`src/rtl/jt12_busdrv.sv`:
```
// jt12_busdrv: serialises YM2612 register writes onto the chip's parallel bus.
// Each request becomes an address cycle and a data cycle. Each cycle has a set-up,
// a low write strobe and a recovery with the bus released. A status poll then
// waits for the busy flag to clear before the next request is taken.
// Optional feature: define JT12_BUSDRV_TIMEOUT_EN to bound the busy poll to
// TMO_CYC cycles and to report an expired poll on the sticky timeout_err flag.
module jt12_busdrv #(
    parameter int STB_CYC   = 2,
    parameter int REC_CYC   = 2,
    parameter int GUARD_CYC = 4,
    parameter int TMO_CYC   = 1023
) (
    input  logic       clk,
    input  logic       rst,
    input  logic       req_valid,
    output logic       req_ready,
    input  logic       req_part,
    input  logic [7:0] req_reg,
    input  logic [7:0] req_val,
    input  logic [7:0] ym_dout,
    output logic [1:0] ym_addr,
    output logic [7:0] ym_din,
    output logic       ym_cs_n,
    output logic       ym_wr_n,
    output logic       timeout_err
);

`ifdef JT12_BUSDRV_TIMEOUT_EN
    localparam bit TMO_EN = 1'b1;
`else
    localparam bit TMO_EN = 1'b0;
`endif

    // Terminal counts for the shared wait counter. The counter starts at 0 on state entry.
    localparam logic [15:0] STB_LAST  = 16'(STB_CYC - 1);
    localparam logic [15:0] REC_LAST  = 16'(REC_CYC - 1);
    localparam logic [15:0] GUARD_CNT = 16'(GUARD_CYC);
    localparam logic [15:0] TMO_LAST  = 16'(TMO_CYC - 1);

    typedef enum logic [2:0] {
        IDLE,
        A_SET,
        A_STB,
        A_REC,
        D_SET,
        D_STB,
        D_REC,
        POLL
    } state_t;

    state_t      state;
    logic [15:0] cnt;
    logic        part_q;
    logic [7:0]  reg_q;
    logic [7:0]  val_q;

    // Only the busy bit of the status byte matters here.
    logic unused_status;
    assign unused_status = ^ym_dout[6:0];

    // Bus sequencer. Every output is produced here as a register.
    // The value assigned on a transition is the value the next state presents.
    always_ff @(posedge clk) begin
        if (rst) begin
            state       <= IDLE;
            cnt         <= '0;
            req_ready   <= 1'b0;
            ym_cs_n     <= 1'b1;
            ym_wr_n     <= 1'b1;
            ym_addr     <= 2'b00;
            ym_din      <= 8'h00;
            timeout_err <= 1'b0;
            part_q      <= 1'b0;
            reg_q       <= 8'h00;
            val_q       <= 8'h00;
        end else begin
            case (state)
                IDLE: begin
                    ym_cs_n <= 1'b1;
                    ym_wr_n <= 1'b1;
                    ym_addr <= 2'b00;
                    ym_din  <= 8'h00;
                    cnt     <= '0;
                    if (req_valid && req_ready) begin
                        part_q      <= req_part;
                        reg_q       <= req_reg;
                        val_q       <= req_val;
                        req_ready   <= 1'b0;
                        timeout_err <= 1'b0;
                        state       <= A_SET;
                        ym_cs_n     <= 1'b0;
                        ym_addr     <= {req_part, 1'b0};
                        ym_din      <= req_reg;
                    end else begin
                        req_ready <= 1'b1;
                    end
                end

                A_SET: begin
                    state   <= A_STB;
                    cnt     <= '0;
                    ym_wr_n <= 1'b0;
                end

                A_STB: begin
                    if (cnt == STB_LAST) begin
                        state   <= A_REC;
                        cnt     <= '0;
                        ym_cs_n <= 1'b1;
                        ym_wr_n <= 1'b1;
                    end else begin
                        cnt <= cnt + 16'd1;
                    end
                end

                A_REC: begin
                    if (cnt == REC_LAST) begin
                        state   <= D_SET;
                        cnt     <= '0;
                        ym_cs_n <= 1'b0;
                        ym_addr <= {part_q, 1'b1};
                        ym_din  <= val_q;
                    end else begin
                        cnt <= cnt + 16'd1;
                    end
                end

                D_SET: begin
                    state   <= D_STB;
                    cnt     <= '0;
                    ym_wr_n <= 1'b0;
                end

                D_STB: begin
                    if (cnt == STB_LAST) begin
                        state   <= D_REC;
                        cnt     <= '0;
                        ym_cs_n <= 1'b1;
                        ym_wr_n <= 1'b1;
                    end else begin
                        cnt <= cnt + 16'd1;
                    end
                end

                D_REC: begin
                    if (cnt == REC_LAST) begin
                        state   <= POLL;
                        cnt     <= '0;
                        ym_cs_n <= 1'b0;
                        ym_addr <= 2'b00;
                    end else begin
                        cnt <= cnt + 16'd1;
                    end
                end

                POLL: begin
                    // Busy is ignored during the guard window. The chip may not
                    // have raised the flag yet right after the data strobe.
                    if ((cnt >= GUARD_CNT) && !ym_dout[7]) begin
                        state     <= IDLE;
                        cnt       <= '0;
                        req_ready <= 1'b1;
                        ym_cs_n   <= 1'b1;
                        ym_addr   <= 2'b00;
                        ym_din    <= 8'h00;
                    end else if (TMO_EN && (cnt == TMO_LAST)) begin
                        state       <= IDLE;
                        cnt         <= '0;
                        req_ready   <= 1'b1;
                        timeout_err <= 1'b1;
                        ym_cs_n     <= 1'b1;
                        ym_addr     <= 2'b00;
                        ym_din      <= 8'h00;
                    end else if (cnt != 16'hFFFF) begin
                        // The counter saturates so that an endless wait never wraps back into the guard window.
                        cnt <= cnt + 16'd1;
                    end
                end

                default: begin
                    state     <= IDLE;
                    cnt       <= '0;
                    req_ready <= 1'b0;
                    ym_cs_n   <= 1'b1;
                    ym_wr_n   <= 1'b1;
                    ym_addr   <= 2'b00;
                    ym_din    <= 8'h00;
                end
            endcase
        end
    end

endmodule

```
`config.mk`:
```
export PLATFORM = sky130hd
export DESIGN_NAME = jt12_busdrv
export DESIGN_NICKNAME = d
export VERILOG_FILES = /design/src/rtl/jt12_busdrv.sv
export SDC_FILE = /design/constraint.sdc
export NUM_CORES = 1
export LEC_CHECK = 0
export BUFFER_PORTS_ARGS = -buffer_cell sky130_fd_sc_hd__clkbuf_2
export CAP_MARGIN = 20
export CORE_AREA = 2 2 69 71
export CTS_CLUSTER_DIAMETER = 50
export DETAILED_ROUTE_END_ITERATION = 8
export DIE_AREA = 0 0 71 73
export PLACE_DENSITY = 0.73
export SLEW_MARGIN = 20
export SYNTH_ARGS = -nofsm -noshare
export SYNTH_HDL_FRONTEND = slang
export SYNTH_SLANG_ARGS = --single-unit
export TNS_END_PERCENT = 10
```
`constraint.sdc`:
```
create_clock -name clk -period 3.7 [get_ports clk]
set_input_delay 0.74 -clock clk [delete_from_list [all_inputs] [get_ports clk]]
set_output_delay 0.74 -clock clk [all_outputs]
set_load 0.02 [all_outputs]
```
# Word-level counts from Yosys, hierarchy flattened
# Index checks and enable logic that the tools add are counted.
# Widths: inputs -> output; s select.
dict set report word_totals {
  reg_bits 41
  latchBits 0
  ramBits 0
  romBits 0
  inputBits 28
  out_inout_bits 14
  word_cells 77
  memories 0
}
dict set report op_classes {
  n_addsub 1
  n_mul 0
  div_mod_pow 0
  n_lt_le_gt_ge 1
  eq_ne 18
  n_shift 0
  mux 27
  bitwise 0
  n_reduce_logical 21
}
# op count
set op_table {}
lappend op_table {{$mux 16} 3}
lappend op_table {{$pmux 16 s3} 1}
lappend op_table {{$mux 8} 3}
lappend op_table {{$pmux 3 s8} 1}
lappend op_table {{$pmux 8 s3} 1}
lappend op_table {{$mux 3} 6}
lappend op_table {{$add 16x1->16 const B} 1}
lappend op_table {{$eq 16x1->1 const B} 1}
lappend op_table {{$ge 16x3->1 const B} 1}
lappend op_table {{$ne 16x16->1 const B} 1}
lappend op_table {{$eq 3x3->1 const B} 4}
lappend op_table {{$ne 2x2->1 const B} 6}
lappend op_table {{$mux 2} 4}
lappend op_table {{$pmux 2 s4} 1}
lappend op_table {{$reduce_and 4->1} 2}
lappend op_table {{$reduce_bool 4->1} 2}
lappend op_table {{$eq 3x2->1 const B} 2}
lappend op_table {{$reduce_and 2->1} 3}
lappend op_table {{$reduce_and 6->1} 1}
lappend op_table {{$reduce_bool 3->1} 2}
lappend op_table {{$reduce_or 2->1} 3}
lappend op_table {{$mux 1} 4}
lappend op_table {{$ne 2x1->1 const B} 2}
lappend op_table {{$pmux 1 s4} 1}
lappend op_table {{11 further kinds} 12}

# Logic depth before layout (Yosys ltp)
dict set report logic_depth {
  word_depth 4
  depth_mapped 9
}

# Least setup slack after synthesis
# No wires, ideal clock.
dict set report synth_path {
  path_kind {register to register}
  from {register cnt[14]}
  to {register cnt[11]}
  setup_ps 127
  t_arrival_ps 2143
  required_ps 3573
  setup_slack_ps 1431
  stages_incl_launch_ff 8
  period_less_slack_ps 2269
  path_cell_list {dfxtp_1 or4_4 or4_1 buf_2 maj3_2 nand2_4 buf_8 o21ai_1}
}
dict set report synth_via {
  elab_chain_len 4
}
# item line_no
set synth_lines {}
lappend synth_lines {{from (decl)} 52} ;# logic [15:0] cnt;
lappend synth_lines {{from (signal assigned)} 112} ;# cnt <= cnt + 16'd1;
lappend synth_lines {{from (signal assigned)} 124} ;# cnt <= cnt + 16'd1;
lappend synth_lines {{from (signal assigned)} 141} ;# cnt <= cnt + 16'd1;
lappend synth_lines {{$ge 16x3->1} 159} ;# if ((cnt >= GUARD_CNT) && !ym_dout[7]) begin
lappend synth_lines {{$logic_and 1x1->1} 159}
lappend synth_lines {{$mux 16} 159}
lappend synth_lines {{$pmux 16 s3} 77} ;# case (state)
# Several ways; a longest one is shown, not always the timed one.
# A chain may end at the register's enable or synchronous reset.

# Worst setup path after layout
dict set report layout_path {
  from {register cnt[14]}
  to {register ym_cs_n}
}
dict set report layout_via {
  elab_chain_len 4
}
# item line_no
set layout_lines {}
lappend layout_lines {{$ge 16x3->1} 159}
lappend layout_lines {{$logic_and 1x1->1} 159}
lappend layout_lines {{$ne 2x2->1 (no source line)} -}
lappend layout_lines {{$reduce_and 4->1 (no source line) (*)} -}
lappend layout_lines {{to (signal assigned)} 163} ;# ym_cs_n <= 1'b1;
lappend layout_lines {{to (signal assigned)} 171} ;# ym_cs_n <= 1'b1;
lappend layout_lines {{to (signal assigned)} 184} ;# ym_cs_n <= 1'b1;
lappend layout_lines {{to (decl)} 23} ;# output logic ym_cs_n,
# Every way passes the cells marked *; elsewhere a longest branch is shown, timed or not.

==> results_tabular.tex <==
\begin{tabular}{lr}
\hline
Metric & Value \\
\hline
\multicolumn{2}{l}{\textbf{Setup path}} \\
Data arrival time of the critical path & 2760 ps \\
Peak per-stage delay on the critical path & 580 ps \\
Slowest stage cell on the critical path & sky130\_fd\_sc\_hd\_\_or4\_4 \\
Required time of the worst setup path & 3880 ps \\
Setup crit end kind & register \\
Setup crit start kind & register \\
Number of buffers and inverters on the critical path & 0 \\
Cells along the critical path & or4\_4, o41a\_1, nand2\_1, a31oi\_1, a311o\_1 \\
Biggest fanout along the worst timing path & 18 \\
Crit Path Category & reg -> reg \\
Delay-heaviest family, CP & simple AND/OR/NAND/NOR gates \\
\multicolumn{2}{l}{\textbf{CTS}} \\
Root buffer cell & sky130\_fd\_sc\_hd\_\_clkbuf\_8 \\
H-tree depth & 2 \\
Number of gates resized after cts & 0 \\
Clock transition time at the flip-flop clock pins of the worst setup and hold paths & 80 ps \\
Maximum root-to-sink buffer count & 2 \\
Number of buffers inserted by post-CTS setup repair & 0 \\
Clock latency on the worst-skew pair & 290 ps \\
Number of buffers created by CTS & 5 \\
Total clock sinks & 41 \\
Clock tree from TritonCTS & done \\
Hold-fix buffers at CTS & 0 \\
\multicolumn{2}{l}{\textbf{STA}} \\
Period utilization & 0.699 \\
Post-layout worst setup margin & 1110 ps \\
Final clock skew & 6.33 ps \\
Worst-case headroom to the max-slew limit & 0.508 \\
RSZ-0062 raised after global routing & no \\
Worst-margin pin slew & 738 ps \\
FMAX & 387 MHz \\
Number of failing hold endpoints at the final stage & 0 \\
Final critical-path required period & 2590 ps \\
Final sum of negative setup slack & 0 ps \\
Max-slew violation count & 0 \\
Setup-violating endpoint count in the final report & 0 \\
\multicolumn{2}{l}{\textbf{Floorplanning}} \\
Width of the die & 71 um \\
Initial cell density of the core & 0.466 \\
Area enclosed by the die boundary & 5180 um\^{}2 \\
Cell Rows & 25 \\
Area of the core region & 4540 um\^{}2 \\
Number of top-level pins & 42 \\
Die height & 73 um \\
\multicolumn{2}{l}{\textbf{Global route}} \\
Via count of the first global-routing pass & 1794 \\
Tot GR Track Use & 0.190 \\
Initial antenna violation count & 0 \\
Largest net degree at the start of global routing & 26 \\
Total congestion overflow & 0 \\
Wire length of the first global-routing pass & 8.00 mm \\
\multicolumn{2}{l}{\textbf{Placed design}} \\
Placed standard-cell area & 2270 um\^{}2 \\
Setup Slack @ Placement & 1140 ps \\
Final weighted congestion of routability-driven global placement & 0.846 \\
HPWL after detailed placement & 3.18 mm \\
Port buffer count & 33 \\
\multicolumn{2}{l}{\textbf{Layout}} \\
Layout-stage area growth over the synthesis result & 13.8\% \\
Final net count & 303 \\
Antenna fix cells & 0 \\
Final Util & 0.531 \\
Design area & 2410 um\^{}2 \\
Layout cell share with drive strength beyond 1 & 0.198 \\
\multicolumn{2}{l}{\textbf{Route}} \\
Total wire length after detailed routing & 4.68 mm \\
Remaining number of nets flagged by the antenna check after routing & 0 \\
Routed vias & 1919 \\
DRC violations left & 0 \\
Count of routing violations after the opening detailed-route iteration & 103 \\
Total iterations of the first detailed-routing run & 4 \\
Vias per cell & 5.87 \\
Average wire per standard cell & 14.3 um \\
\multicolumn{2}{l}{\textbf{Yosys}} \\
Share of the synthesized area in the top cell type & 0.388 \\
Most frequent cells after synthesis & sky130\_fd\_sc\_hd\_\_dfxtp\_1 (41), sky130\_fd\_sc\_hd\_\_nand2\_1 (30), sky130\_fd\_sc\_hd\_\_a21oi\_1 (22) \\
Avg Inst Size Synth & 8.50 um\^{}2 \\
Cell types with the largest area share after synthesis & sky130\_fd\_sc\_hd\_\_dfxtp\_1 (39\%), sky130\_fd\_sc\_hd\_\_nand2\_1 (5.3\%), sky130\_fd\_sc\_hd\_\_a21oi\_1 (5.2\%), sky130\_fd\_sc\_hd\_\_a41o\_1 (4.3\%), sky130\_fd\_sc\_hd\_\_a32oi\_1 (3.7\%) \\
Post-Synthesis Cells & 249 \\
Synthesized cell area & 2120 um\^{}2 \\
Library cell with the largest summed area after synthesis & sky130\_fd\_sc\_hd\_\_dfxtp\_1 \\
Sequential area share after synthesis & 0.388 \\
Post-synthesis sequential element count & 41 \\
Number of distinct library cell variants in the gate-level netlist after synthesis & 56 \\
Predominant post-synthesis flop cell & sky130\_fd\_sc\_hd\_\_dfxtp\_1 \\
Cell with the most instances after synthesis & sky130\_fd\_sc\_hd\_\_dfxtp\_1 \\
Count of flip-flops with a built-in enable after synthesis & 0 \\
Share of flip-flops with an asynchronous set or reset & 0 \\
Post-Synthesis Net Count & 280 \\
Number of warning messages in the yosys log & 0 \\
\multicolumn{2}{l}{\textbf{Flow run}} \\
Max-cap check violation count & 0 \\
\multicolumn{2}{l}{\textbf{Pwr}} \\
Leakage & 0.932 nW \\
Worst vdd ir & 0.236 mV \\
Power per unit of standard cell area & 426 nW/um\^{}2 \\
Final Total Pwr & 1.03 mW \\
\multicolumn{2}{l}{\textbf{Status}} \\
Status & finished clean \\
\multicolumn{2}{l}{\textbf{Worst hold path}} \\
Classification of the worst-slack hold path & reg -> reg \\
\hline
\end{tabular}
## area by class of cell
class	count	area [um^2]
multi-input cells	180	1180
clock buffers	5	68.8
inverters	10	37.5
clock inverters	3	65.1
well taps	54	67.6
flip-flops and latches	41	821
repair buffers	34	173
fillers	438	2130
## final timing paths
path / startpoint / endpoint / slack [ps] / cells after the start
worst max-delay path: cnt[14] / ym_cs_n / 1110 / 5
worst min-delay path: val_q[5] / val_q[5] / 460 / 2
worst max register to register: cnt[14] / ym_cs_n / 1110 / 5
worst min register to register: val_q[5] / val_q[5] / 460 / 2
## cell usage in the layout, fill, tap and decap left out, types with 2 or more instances in the layout
| cell | instances |
|---|---|
| sky130_fd_sc_hd__nand2b_1 | 2 |
| sky130_fd_sc_hd__nor3_1 | 7 |
| sky130_fd_sc_hd__ha_1 | 3 |
| sky130_fd_sc_hd__or4_4 | 3 |
| sky130_fd_sc_hd__clkbuf_2 | 33 |
| sky130_fd_sc_hd__nand2_1 | 30 |
| sky130_fd_sc_hd__nand3_1 | 6 |
| sky130_fd_sc_hd__a32oi_1 | 9 |
| sky130_fd_sc_hd__a211oi_1 | 9 |
| sky130_fd_sc_hd__a21oi_1 | 21 |
| sky130_fd_sc_hd__mux2i_1 | 2 |
| sky130_fd_sc_hd__and2_1 | 2 |
| sky130_fd_sc_hd__inv_1 | 10 |
| sky130_fd_sc_hd__bufinv_16 | 2 |
| sky130_fd_sc_hd__o21ai_1 | 4 |
| sky130_fd_sc_hd__clkbuf_8 | 5 |
| sky130_fd_sc_hd__o21ba_2 | 2 |
| sky130_fd_sc_hd__nand4_1 | 3 |
| sky130_fd_sc_hd__a22oi_1 | 2 |
| sky130_fd_sc_hd__o21ai_0 | 11 |
| sky130_fd_sc_hd__and4_1 | 2 |
| sky130_fd_sc_hd__dfxtp_1 | 41 |
| sky130_fd_sc_hd__nor2_1 | 12 |
| sky130_fd_sc_hd__a41o_1 | 9 |
| sky130_fd_sc_hd__and3_1 | 3 |
| sky130_fd_sc_hd__xnor2_1 | 8 |
## layer usage
metal / up-vias / share of wire / track usage
met2: 40 / 0.47 / 0.318
met1: 905 / 0.47 / 0.236
li1: 968 / - / -
met3: 6 / 0.045 / 0.0456
met5: - / 0 / 0
met4: 0 / 0.014 / 0.0755
## worst reg2reg max path: cells and delay by family (launching register included)
family / cells / cell delay (ps)
DFF: 1 / 340
and+or+nand+nor: 2 / 1090
AOI/OAI and AO/OA: 3 / 1050
## state kept, by name (all words and copies together), names as in the netlist
name and cells:
ym_addr 2, part_q 1, ym_cs_n 1, val_q 8, req_ready 1, cnt 16, ym_wr_n 1, state 3
ym_din 8
## kinds of logic (layout without fill, tap and decap cells)
kind of cell	Yosys count	in the layout	share of synthesized area
compound gates	82	82	0.272
xor+xnor	9	9	0.0373
fa+ha+maj	4	4	0.0231
buf+inv	28	52	0.0580
flops	41	41	0.388
mux	2	2	0.00946
other cells	1	1	0.00177
simple gates	82	82	0.211
## report_power, final
| group | switching, mW | total, mW | leakage [nW] | internal, mW |
|---|---|---|---|---|
| clock network | 0.157 | 0.425 | 0.0681 | 0.268 |
| registers | 0.0174 | 0.478 | 0.333 | 0.460 |
| logic | 0.0778 | 0.124 | 0.531 | 0.0463 |
## stage by stage
step | hold WS (ps) | instances
6_report | 455 | 327
3_3_place_gp | 441 | 319
3_5_place_dp | 446 | 319
5_1_grt | 473 | 327
2_1_floorplan | 436 | 249
4_1_cts | 458 | 327
(Power assumes the default switching activity.)
